**config.mk**
```make
export PLATFORM = sky130hd
export DESIGN_NAME = bus_arbiter
export DESIGN_NICKNAME = d
export VERILOG_FILES = /design/src/rtl/bus_arbiter.sv
export SDC_FILE = /design/constraint.sdc
export NUM_CORES = 1
export LEC_CHECK = 0
export CORE_UTILIZATION = 42
export CTS_BUF_LIST = sky130_fd_sc_hd__clkbuf_2
export DETAILED_ROUTE_END_ITERATION = 12
export HOLD_SLACK_MARGIN = 0.02
export PLACE_DENSITY_LB_ADDON = 0.3
export SLEW_MARGIN = 5
export SYNTH_ARGS = -nofsm -noshare
export SYNTH_HDL_FRONTEND = slang
export SYNTH_SLANG_ARGS = --single-unit
```
**constraint.sdc**
```tcl
create_clock -name clk -period 3.3 [get_ports clk]
set_input_delay 0.66 -clock clk [delete_from_list [all_inputs] [get_ports clk]]
set_output_delay 0.66 -clock clk [all_outputs]
set_load 0.005 [all_outputs]
```
**src/rtl/bus_arbiter.sv**
```systemverilog
// Shares the SRAM/ROM bus between the 6502 CPU (phi_0 high) and one FDC DMA access per phi_0-low phase.
// Define BUS_ARB_STATS_EN to add the DMA transfer counter and the sticky phase-overlap flag.
module bus_arbiter #(
   parameter int         SRAM_AW       = 13,
   parameter logic [7:0] UNMAPPED_DATA = 8'hFF
) (
   input  logic               clk,
   input  logic               rst,
   input  logic               phi_0,
   input  logic [15:0]        cpu_addr,
   input  logic               cpu_rw,
   input  logic [7:0]         cpu_wdata,
   output logic [7:0]         cpu_rdata,
   input  logic               dma_req,
   input  logic               dma_we,
   input  logic [SRAM_AW-1:0] dma_addr,
   input  logic [7:0]         dma_wdata,
   output logic               dma_ack,
   output logic [7:0]         dma_rdata,
   output logic [15:0]        mem_addr,
   output logic [7:0]         mem_wdata,
   input  logic [7:0]         mem_rdata,
   output logic               sram_en,
   output logic               sram_we,
   output logic               rom_oe,
   output logic [15:0]        dma_count,
   output logic               conflict
);

   localparam logic [1:0] ST_IDLE     = 2'd0;
   localparam logic [1:0] ST_CPU      = 2'd1;
   localparam logic [1:0] ST_DMA_ADDR = 2'd2;
   localparam logic [1:0] ST_DMA_DATA = 2'd3;

   logic [1:0]         state_q, state_d;
   logic [SRAM_AW-1:0] dma_addr_q;
   logic               dma_we_q;
   logic [7:0]         dma_wdata_q;
   logic [7:0]         cpu_rdata_q, cpu_rdata_d;
   logic [7:0]         dma_rdata_q, dma_rdata_d;
   logic               dma_done_q, dma_done_d;
   logic               take_dma;
   logic               cpu_sram;
   logic               cpu_mapped;
   logic [15:0]        dma_addr_ext;

   assign cpu_sram     = (cpu_addr[15:SRAM_AW] == '0);
   assign cpu_mapped   = cpu_sram | cpu_addr[15];
   assign dma_addr_ext = {{(16-SRAM_AW){1'b0}}, dma_addr_q};

   // dma_done blocks a second transfer in the same low phase until the CPU has owned the bus again
   always_comb begin
      state_d     = state_q;
      take_dma    = 1'b0;
      cpu_rdata_d = cpu_rdata_q;
      dma_rdata_d = dma_rdata_q;
      dma_done_d  = dma_done_q;
      case (state_q)
         ST_IDLE: begin
            if (phi_0) begin
               state_d = ST_CPU;
            end else if (dma_req && !dma_done_q) begin
               state_d  = ST_DMA_ADDR;
               take_dma = 1'b1;
            end
         end
         ST_CPU: begin
            dma_done_d = 1'b0;
            if (!phi_0) begin
               if (cpu_rw) begin
                  cpu_rdata_d = cpu_mapped ? mem_rdata : UNMAPPED_DATA;
               end
               if (dma_req) begin
                  state_d  = ST_DMA_ADDR;
                  take_dma = 1'b1;
               end else begin
                  state_d = ST_IDLE;
               end
            end
         end
         ST_DMA_ADDR: begin
            state_d = ST_DMA_DATA;
         end
         ST_DMA_DATA: begin
            dma_done_d = 1'b1;
            if (!dma_we_q) begin
               dma_rdata_d = mem_rdata;
            end
            state_d = phi_0 ? ST_CPU : ST_IDLE;
         end
         default: state_d = ST_IDLE;
      endcase
   end

   always_ff @(posedge clk or posedge rst) begin
      if (rst) begin
         state_q     <= ST_IDLE;
         dma_addr_q  <= '0;
         dma_we_q    <= 1'b0;
         dma_wdata_q <= '0;
         cpu_rdata_q <= '0;
         dma_rdata_q <= '0;
         dma_done_q  <= 1'b0;
      end else begin
         state_q     <= state_d;
         cpu_rdata_q <= cpu_rdata_d;
         dma_rdata_q <= dma_rdata_d;
         dma_done_q  <= dma_done_d;
         if (take_dma) begin
            dma_addr_q  <= dma_addr;
            dma_we_q    <= dma_we;
            dma_wdata_q <= dma_wdata;
         end
      end
   end

   always_comb begin
      mem_addr  = '0;
      mem_wdata = '0;
      sram_en   = 1'b0;
      sram_we   = 1'b0;
      rom_oe    = 1'b0;
      case (state_q)
         ST_CPU: begin
            mem_addr  = cpu_addr;
            mem_wdata = cpu_wdata;
            sram_en   = cpu_sram;
            rom_oe    = cpu_rw & cpu_addr[15];
            sram_we   = cpu_sram & ~cpu_rw & phi_0;
         end
         ST_DMA_ADDR: begin
            mem_addr  = dma_addr_ext;
            mem_wdata = dma_wdata_q;
            sram_en   = 1'b1;
            sram_we   = dma_we_q;
         end
         ST_DMA_DATA: begin
            mem_addr  = dma_addr_ext;
            mem_wdata = dma_wdata_q;
         end
         default: ;
      endcase
   end

   assign dma_ack   = (state_q == ST_DMA_DATA);
   assign cpu_rdata = cpu_rdata_q;
   assign dma_rdata = dma_rdata_q;

`ifdef BUS_ARB_STATS_EN
   logic [15:0] dma_count_q;
   logic        conflict_q;

   always_ff @(posedge clk or posedge rst) begin
      if (rst) begin
         dma_count_q <= '0;
         conflict_q  <= 1'b0;
      end else begin
         if (state_q == ST_DMA_DATA) begin
            dma_count_q <= dma_count_q + 16'd1;
         end
         if (phi_0 && (state_q == ST_DMA_ADDR || state_q == ST_DMA_DATA)) begin
            conflict_q <= 1'b1;
         end
      end
   end

   assign dma_count = dma_count_q;
   assign conflict  = conflict_q;
`else
   assign dma_count = '0;
   assign conflict  = 1'b0;
`endif

endmodule

```
==> impl_metrics.env, run 1 <==
export IMPL_status="finished, final reports clean"
export IMPL_tightest_slew_ps=930.6
export IMPL_power_share_sequential_pct=34.2
export IMPL_yosysSeqAreaShare_pct=49.94
export IMPL_slew_headroom_pct=37.58
export IMPL_leakagePower_nw=1.328
export IMPL_numPortBuffers=102
export IMPL_finalCritPeriodShare_pct=91.58
export IMPL_core_sq_um=4723
export IMPL_yosysTopAreaCell="dfrtp_1"
export IMPL_peakVddDrop_v=0.0004271
export IMPL_ys_seq_elements=41
export IMPL_slowest_delay_ps=520
export IMPL_crit_buf_inv=4
export IMPL_tns_ps=0
export IMPL_timing_rr_start="state_q[1]"
export IMPL_synth_ff_type="dfrtp_1"
export IMPL_first_pass_iters=4
export IMPL_critPathLaunchType="register"
export IMPL_wl_mm=4.985
export IMPL_crit_slowest_cell="clkdlybuf4s50_1"
export IMPL_grt_pass1_wl_mm=7.948
export IMPL_critPathArrivalTime_ps=2360
export IMPL_diodes=0
export IMPL_hold_ws_ps=525.2
export IMPL_cp_max_fo=19
export IMPL_end_kind="output pin"
export IMPL_finClkSkew_ps=9.635
export IMPL_clockBufferDepth=2
export IMPL_power_density_nw_per_um2=832.8
export IMPL_cp_cell_sequence="inv_1 > ha_2 > inv_1 > nor2_4 > buf_12 > a22o_1 > clkdlybuf4s50_1"
export IMPL_synthArstFlopShare_pct=100.0
export IMPL_placed_cell_area_sq_um=3093
export IMPL_r2r_end="dma_addr_q[12]"
export IMPL_antenna_found_initial=0
export IMPL_start_util_pct=43.50
export IMPL_min_path_type="register to register"
export IMPL_drc_errors=0
export IMPL_grt_use_total_pct=20.28
export IMPL_grt_pass1_vias=1678
export IMPL_die_h_um=71.94
export IMPL_fin_area_sq_um=3143
export IMPL_synth_edff_count=0
export IMPL_combPwrFrac_pct=57.6
export IMPL_ios=120
export IMPL_via_per_inst=4.953
export IMPL_ys_types=27
export IMPL_yosys_top_cells_area="dfrtp_1, mux2_2, a22o_1, buf_4, o22a_1"
export IMPL_cts_root_buffer="clkbuf_2"
export IMPL_ff2ff_setup_slack_ps=1370
export IMPL_drtIter0Drc=66
export IMPL_hp_start="dma_done_q"
export IMPL_netlist_instances=165
export IMPL_dr_total_vias=1669
export IMPL_cp_required_ps=2640
export IMPL_r2r_cells=6
export IMPL_synth_common_cells="dfrtp_1, mux2_2, a22o_1"
export IMPL_crit_family="buffers and inverters"
export IMPL_htree_levels=2
export IMPL_layout_nets=332
export IMPL_synth_warnings=0
export IMPL_cts_sinks=41
export IMPL_dp_final_hpwl_mm=3.725
export IMPL_swShare_pct=31.36
export IMPL_gp_congestion=0.7845
export IMPL_wl_per_cell_um=14.79
export IMPL_syn2layout_area_growth_pct=52.98
export IMPL_grt_overflow=0
export IMPL_syn_area_sq_um=2054
export IMPL_finalCriticalPeriod_ps=3022
export IMPL_clockPowerShare_pct=8.3
export IMPL_hold_buffers=0
export IMPL_critical_path_class="register to output pin"
export IMPL_ant_nets=0
export IMPL_grt_max_degree=27
export IMPL_p_int_mw=1.797
export IMPL_min_path_cells=1
export IMPL_hold_viol=0
export IMPL_synth_top_cell_area_share_pct=49.94
export IMPL_path_clk_slew_ps=190
export IMPL_syn_avg_cell_area_sq_um=12.45
export IMPL_hold_path_end="dma_done_q"
export IMPL_synth_most_common_cell="dfrtp_1"
export IMPL_clock_latency_ps=380
export IMPL_critical_path_most_common_cell="inv_1"
export IMPL_max_cap_violations=0
export IMPL_fmax_mhz=330.9
export IMPL_rsz0062_at_grt="no"
export IMPL_finalSetupViolations=0
export IMPL_cts_made_buffers=5
export IMPL_cts_tree="built"
export IMPL_die_w_um=71.94
export IMPL_num_rows=25
export IMPL_layout_drive_gt1_share_pct=17.41
export IMPL_p_sw_mw=0.8209
export IMPL_final_max_slew_viol_count=0
export IMPL_dieArea_sq_um=5175
==> power groups by stage <==
stage	clock network, mW	logic (mW)	registers (mW)
2_1_floorplan	0	0.740	0.882
6_report	0.216	1.51	0.895
3_5_place_dp	0	1.50	0.904
4_1_cts	0.228	1.51	0.893
5_1_grt	0.250	1.62	0.926
3_3_place_gp	0	1.47	0.900
==> worst max-delay path by stage <==
stage	startpoint	endpoint	slack, ps	cells after the start
finish	state_q[1]	mem_addr[0]	280	7
detailed placement	cpu_addr[13]	sram_we	350	5
CTS	state_q[1]	mem_addr[0]	80	7
global placement	cpu_addr[13]	sram_we	390	5
floorplan	state_q[1]	mem_addr[0]	1250	6
global route	state_q[1]	mem_wdata[7]	90	7
==> registers in the layout, indices dropped and copies added (netlist names) <==
| signal | cells |
|---|---|
| dma_done_q | 1 |
| cpu_rdata | 8 |
| dma_wdata_q | 8 |
| dma_we_q | 1 |
| state_q | 2 |
| dma_rdata | 8 |
| dma_addr_q | 13 |
==> layout by cell type, fill, tap and decap left out <==
master and count:
nor2_4 1, a22o_1 21, mux2_1 1, buf_12 1, mux2_2 31, o21ai_0 3
nand2_1 1, and3b_1 1, and2b_1 1, conb_1 17, a32oi_1 1, nor2b_1 3
a211oi_1 1, nand2b_1 2, and2_1 3, nor4b_1 1, ha_2 1, dfrtp_1 41
nor2_1 3, ha_1 3, and3_1 1, o21ai_2 2, inv_1 5, o22a_1 8
clkdlybuf4s50_1 102, o21a_1 1, a21o_1 1, clkinv_1 1, buf_4 3, a21oi_1 1
clkbuf_2 8
==> logic make-up (layout without fill, tap and decap cells) <==
| logic type | Yosys count | count (layout) | share of synthesized area [%] |
|---|---|---|---|
| other | 1 | 17 | 0.1825 |
| adder cells (fa/ha/maj) | 4 | 4 | 2.436 |
| AND/OR/NAND/NOR | 17 | 17 | 4.872 |
| flip-flops | 41 | 41 | 49.94 |
| multiplexers | 32 | 32 | 17.54 |
| AO/OA/AOI/OAI | 39 | 39 | 15.71 |
| buffers and inverters | 31 | 120 | 9.318 |
==> cell type report <==
cell class / count / area [sq um]
fill: 377 / 1580
timing repair buffer: 106 / 1064
sequential: 41 / 1026
multi-input combinational: 109 / 907.1
tap: 67 / 83.83
clock buffer: 8 / 40.04
inverter: 6 / 22.52
==> metal layers <==
layer | part of all wire [%] | up-vias | global-route usage [%]
met5 | 0 | - | 0
met4 | 1.0 | 0 | 7.190
met3 | 8.0 | 5 | 6.528
met2 | 52 | 76 | 36.06
met1 | 39 | 818 | 22.91
li1 | - | 770 | -
==> through the flow <==
stage,instances,utilization (%),worst slack (ps),power [mW]
floorplan,181,-,1248,1.621
global placement,329,65.48,391.6,2.369
detailed placement,329,65.48,347.8,2.409
CTS,337,66.38,81.80,2.635
global route,337,66.54,87.89,2.799
finish,337,66.54,278.0,2.617
==> worst reg2reg max path, cell delays in order, from the launching register on <==
cell     delay, ps
dfrtp_1        450
inv_1           90
ha_1           300
and2b_1        210
o21ai_2        100
buf_4          300
mux2_2         390
==> what timing repair did <==
action,in CTS,in global routing
setup buffers,0,0
setup endpoints to repair,12,19
resized for setup,1,2
(Power assumes the default switching activity.)
==> inputs of run 2 (changes only) <==
--- a/config.mk
+++ b/config.mk
@@ -8,8 +8,10 @@
 export CORE_UTILIZATION = 42
 export CTS_BUF_LIST = sky130_fd_sc_hd__clkbuf_2
 export DETAILED_ROUTE_END_ITERATION = 12
+export GPL_ROUTABILITY_DRIVEN = 0
 export HOLD_SLACK_MARGIN = 0.02
 export PLACE_DENSITY_LB_ADDON = 0.3
+export SKIP_CTS_REPAIR_TIMING = 1
 export SLEW_MARGIN = 5
 export SYNTH_ARGS = -nofsm -noshare
 export SYNTH_HDL_FRONTEND = slang
==> run 2 against run 1 <==
  * Largest power group unchanged
  * Critical path type unchanged
  * Wire length increased by 0.22%
  * Non-clock buffer count unchanged
  * Total power about the same
  * Clock-buffer cell count unchanged
==> impl_metrics.env, run 2 (synthesized netlist as in run 1, its figures left out) <==
export IMPL_power_mw=2.616
export IMPL_wl_per_cell_um=14.82
export IMPL_cts_made_buffers=5
export IMPL_die_w_um=71.94
export IMPL_core_sq_um=4723
export IMPL_finalCriticalPeriod_ps=3027
export IMPL_max_cap_violations=0
export IMPL_timing_rr_start="state_q[1]"
export IMPL_cp_cell_sequence="inv_1 > ha_2 > inv_1 > nor2_4 > buf_12 > a22o_1 > clkdlybuf4s50_1"
export IMPL_grt_use_total_pct=20.25
export IMPL_slew_headroom_pct=37.82
export IMPL_ant_nets=0
export IMPL_grt_pass1_wl_mm=7.935
export IMPL_finClkSkew_ps=8.749
export IMPL_die_h_um=71.94
export IMPL_dp_final_hpwl_mm=3.725
export IMPL_combPwrFrac_pct=57.6
export IMPL_final_max_slew_viol_count=0
export IMPL_slowest_delay_ps=520
export IMPL_p_int_mw=1.797
export IMPL_r2r_cells=6
export IMPL_fin_area_sq_um=3143
export IMPL_n_fill_cell=376
export IMPL_path_clk_slew_ps=190
export IMPL_cp_max_fo=19
export IMPL_layout_nets=332
export IMPL_grt_pass1_vias=1675
export IMPL_htree_levels=2
export IMPL_fmax_mhz=330.4
export IMPL_fin_cells=337
export IMPL_antenna_found_initial=0
export IMPL_first_pass_iters=4
export IMPL_ios=120
export IMPL_critical_path_most_common_cell="inv_1"
export IMPL_status="finished, final reports clean"
export IMPL_critPathLaunchType="register"
export IMPL_rsz0062_at_grt="no"
export IMPL_cts_root_buffer="clkbuf_2"
export IMPL_cp_required_ps=2640
export IMPL_critPathArrivalTime_ps=2370
export IMPL_num_rows=25
export IMPL_layout_common_cells="clkdlybuf4s50_1, dfrtp_1, mux2_2, a22o_1, conb_1"
export IMPL_crit_slowest_cell="clkdlybuf4s50_1"
export IMPL_dp_cells=329
export IMPL_grt_overflow=0
export IMPL_startpoint="state_q[1]"
export IMPL_grt_max_degree=27
export IMPL_drc_errors=0
export IMPL_regMostFlops="dma_addr_q"
export IMPL_dr_total_vias=1670
export IMPL_largest_register_ff_count=13
export IMPL_wl_mm=4.996
export IMPL_drtIter0Drc=52
export IMPL_swShare_pct=31.32
export IMPL_layout_drive_gt1_share_pct=17.41
export IMPL_syn2layout_area_growth_pct=52.98
export IMPL_finalCritPeriodShare_pct=91.73
export IMPL_finalSetupViolations=0
export IMPL_peakVddDrop_v=0.0004272
export IMPL_diodes=0
export IMPL_p_sw_mw=0.8193
export IMPL_clockPowerShare_pct=8.2
export IMPL_hold_viol=0
export IMPL_clockBufferDepth=2
export IMPL_multi_input_area_sq_um=907.1
export IMPL_power_share_sequential_pct=34.2
export IMPL_min_path_cells=1
export IMPL_via_per_inst=4.955
export IMPL_cts_tree="built"
export IMPL_seqCellArea_sq_um=1026
export IMPL_end_kind="output pin"
export IMPL_min_path_type="register to register"
export IMPL_mostFrequentLayoutCell="clkdlybuf4s50_1"
export IMPL_leakagePower_nw=1.328
export IMPL_hp_start="dma_done_q"
export IMPL_tightest_slew_ps=927.0
export IMPL_numPortBuffers=102
export IMPL_start_util_pct=43.50
export IMPL_cts_sinks=41
export IMPL_critical_path_class="register to output pin"
export IMPL_dieArea_sq_um=5175
export IMPL_placed_cell_area_sq_um=3093
export IMPL_power_density_nw_per_um2=832.3
export IMPL_clock_latency_ps=380
==> run 2: worst paths after layout <==
kind                                  end  slack, ps
setup reg to reg           dma_addr_q[12]       1370
hold / removal                 dma_done_q        520
setup / recovery              mem_addr[0]        270
hold reg to reg                dma_done_q        520
min in group asynchronous    dma_rdata[4]        640
max in group asynchronous  dma_wdata_q[5]       1980
==> run 2: metrics by stage <==
step / setup slack (ps) / hold WS, ps / setup TNS, ps / utilization [%]
after global placement: 391.6 / 478.4 / 0 / 65.48
final: 272.9 / 524.5 / 0 / 66.54
after CTS: -35.29 / 530.6 / -130.9 / 66.33
after detailed placement: 347.8 / 490.4 / 0 / 65.48
after global routing: 79.13 / 552.0 / 0 / 66.54
after floorplan: 1248 / 465.1 / 0 / -
==> run 2: area by class of cell <==
cell class,count,area share (%)
timing repair buffer,106,33.84
multi-input combinational,109,28.86
inverter,6,0.7166
clock buffer,8,1.274
tap,67,2.667
sequential,41,32.64
==> run 2: power groups by stage <==
stage	Sequential [mW]	Clock [mW]	Combinational, mW
after floorplan	0.882	0	0.740
final	0.895	0.215	1.51
after CTS	0.893	0.228	1.51
after detailed placement	0.904	0	1.50
after global placement	0.900	0	1.47
after global routing	0.926	0.250	1.62
==> run 2: worst max-delay path, delay by kind of cell (launching register included) <==
kind,cells,cell delay [ps]
adder cells (fa/ha/maj),1,250
AO/OA/AOI/OAI,1,160
buffers and inverters,4,920
AND/OR/NAND/NOR,1,190
flip-flops,1,470
==> run 2: metal layers <==
metal  GRT usage (%)  vias to the layer above  routed length (um)
li1                -                      770                   -
met1           22.91                      815                1957
met2           35.95                       80                2584
met3           6.528                        5                 403
met4           7.190                        0                  51
met5               0                        -                   0
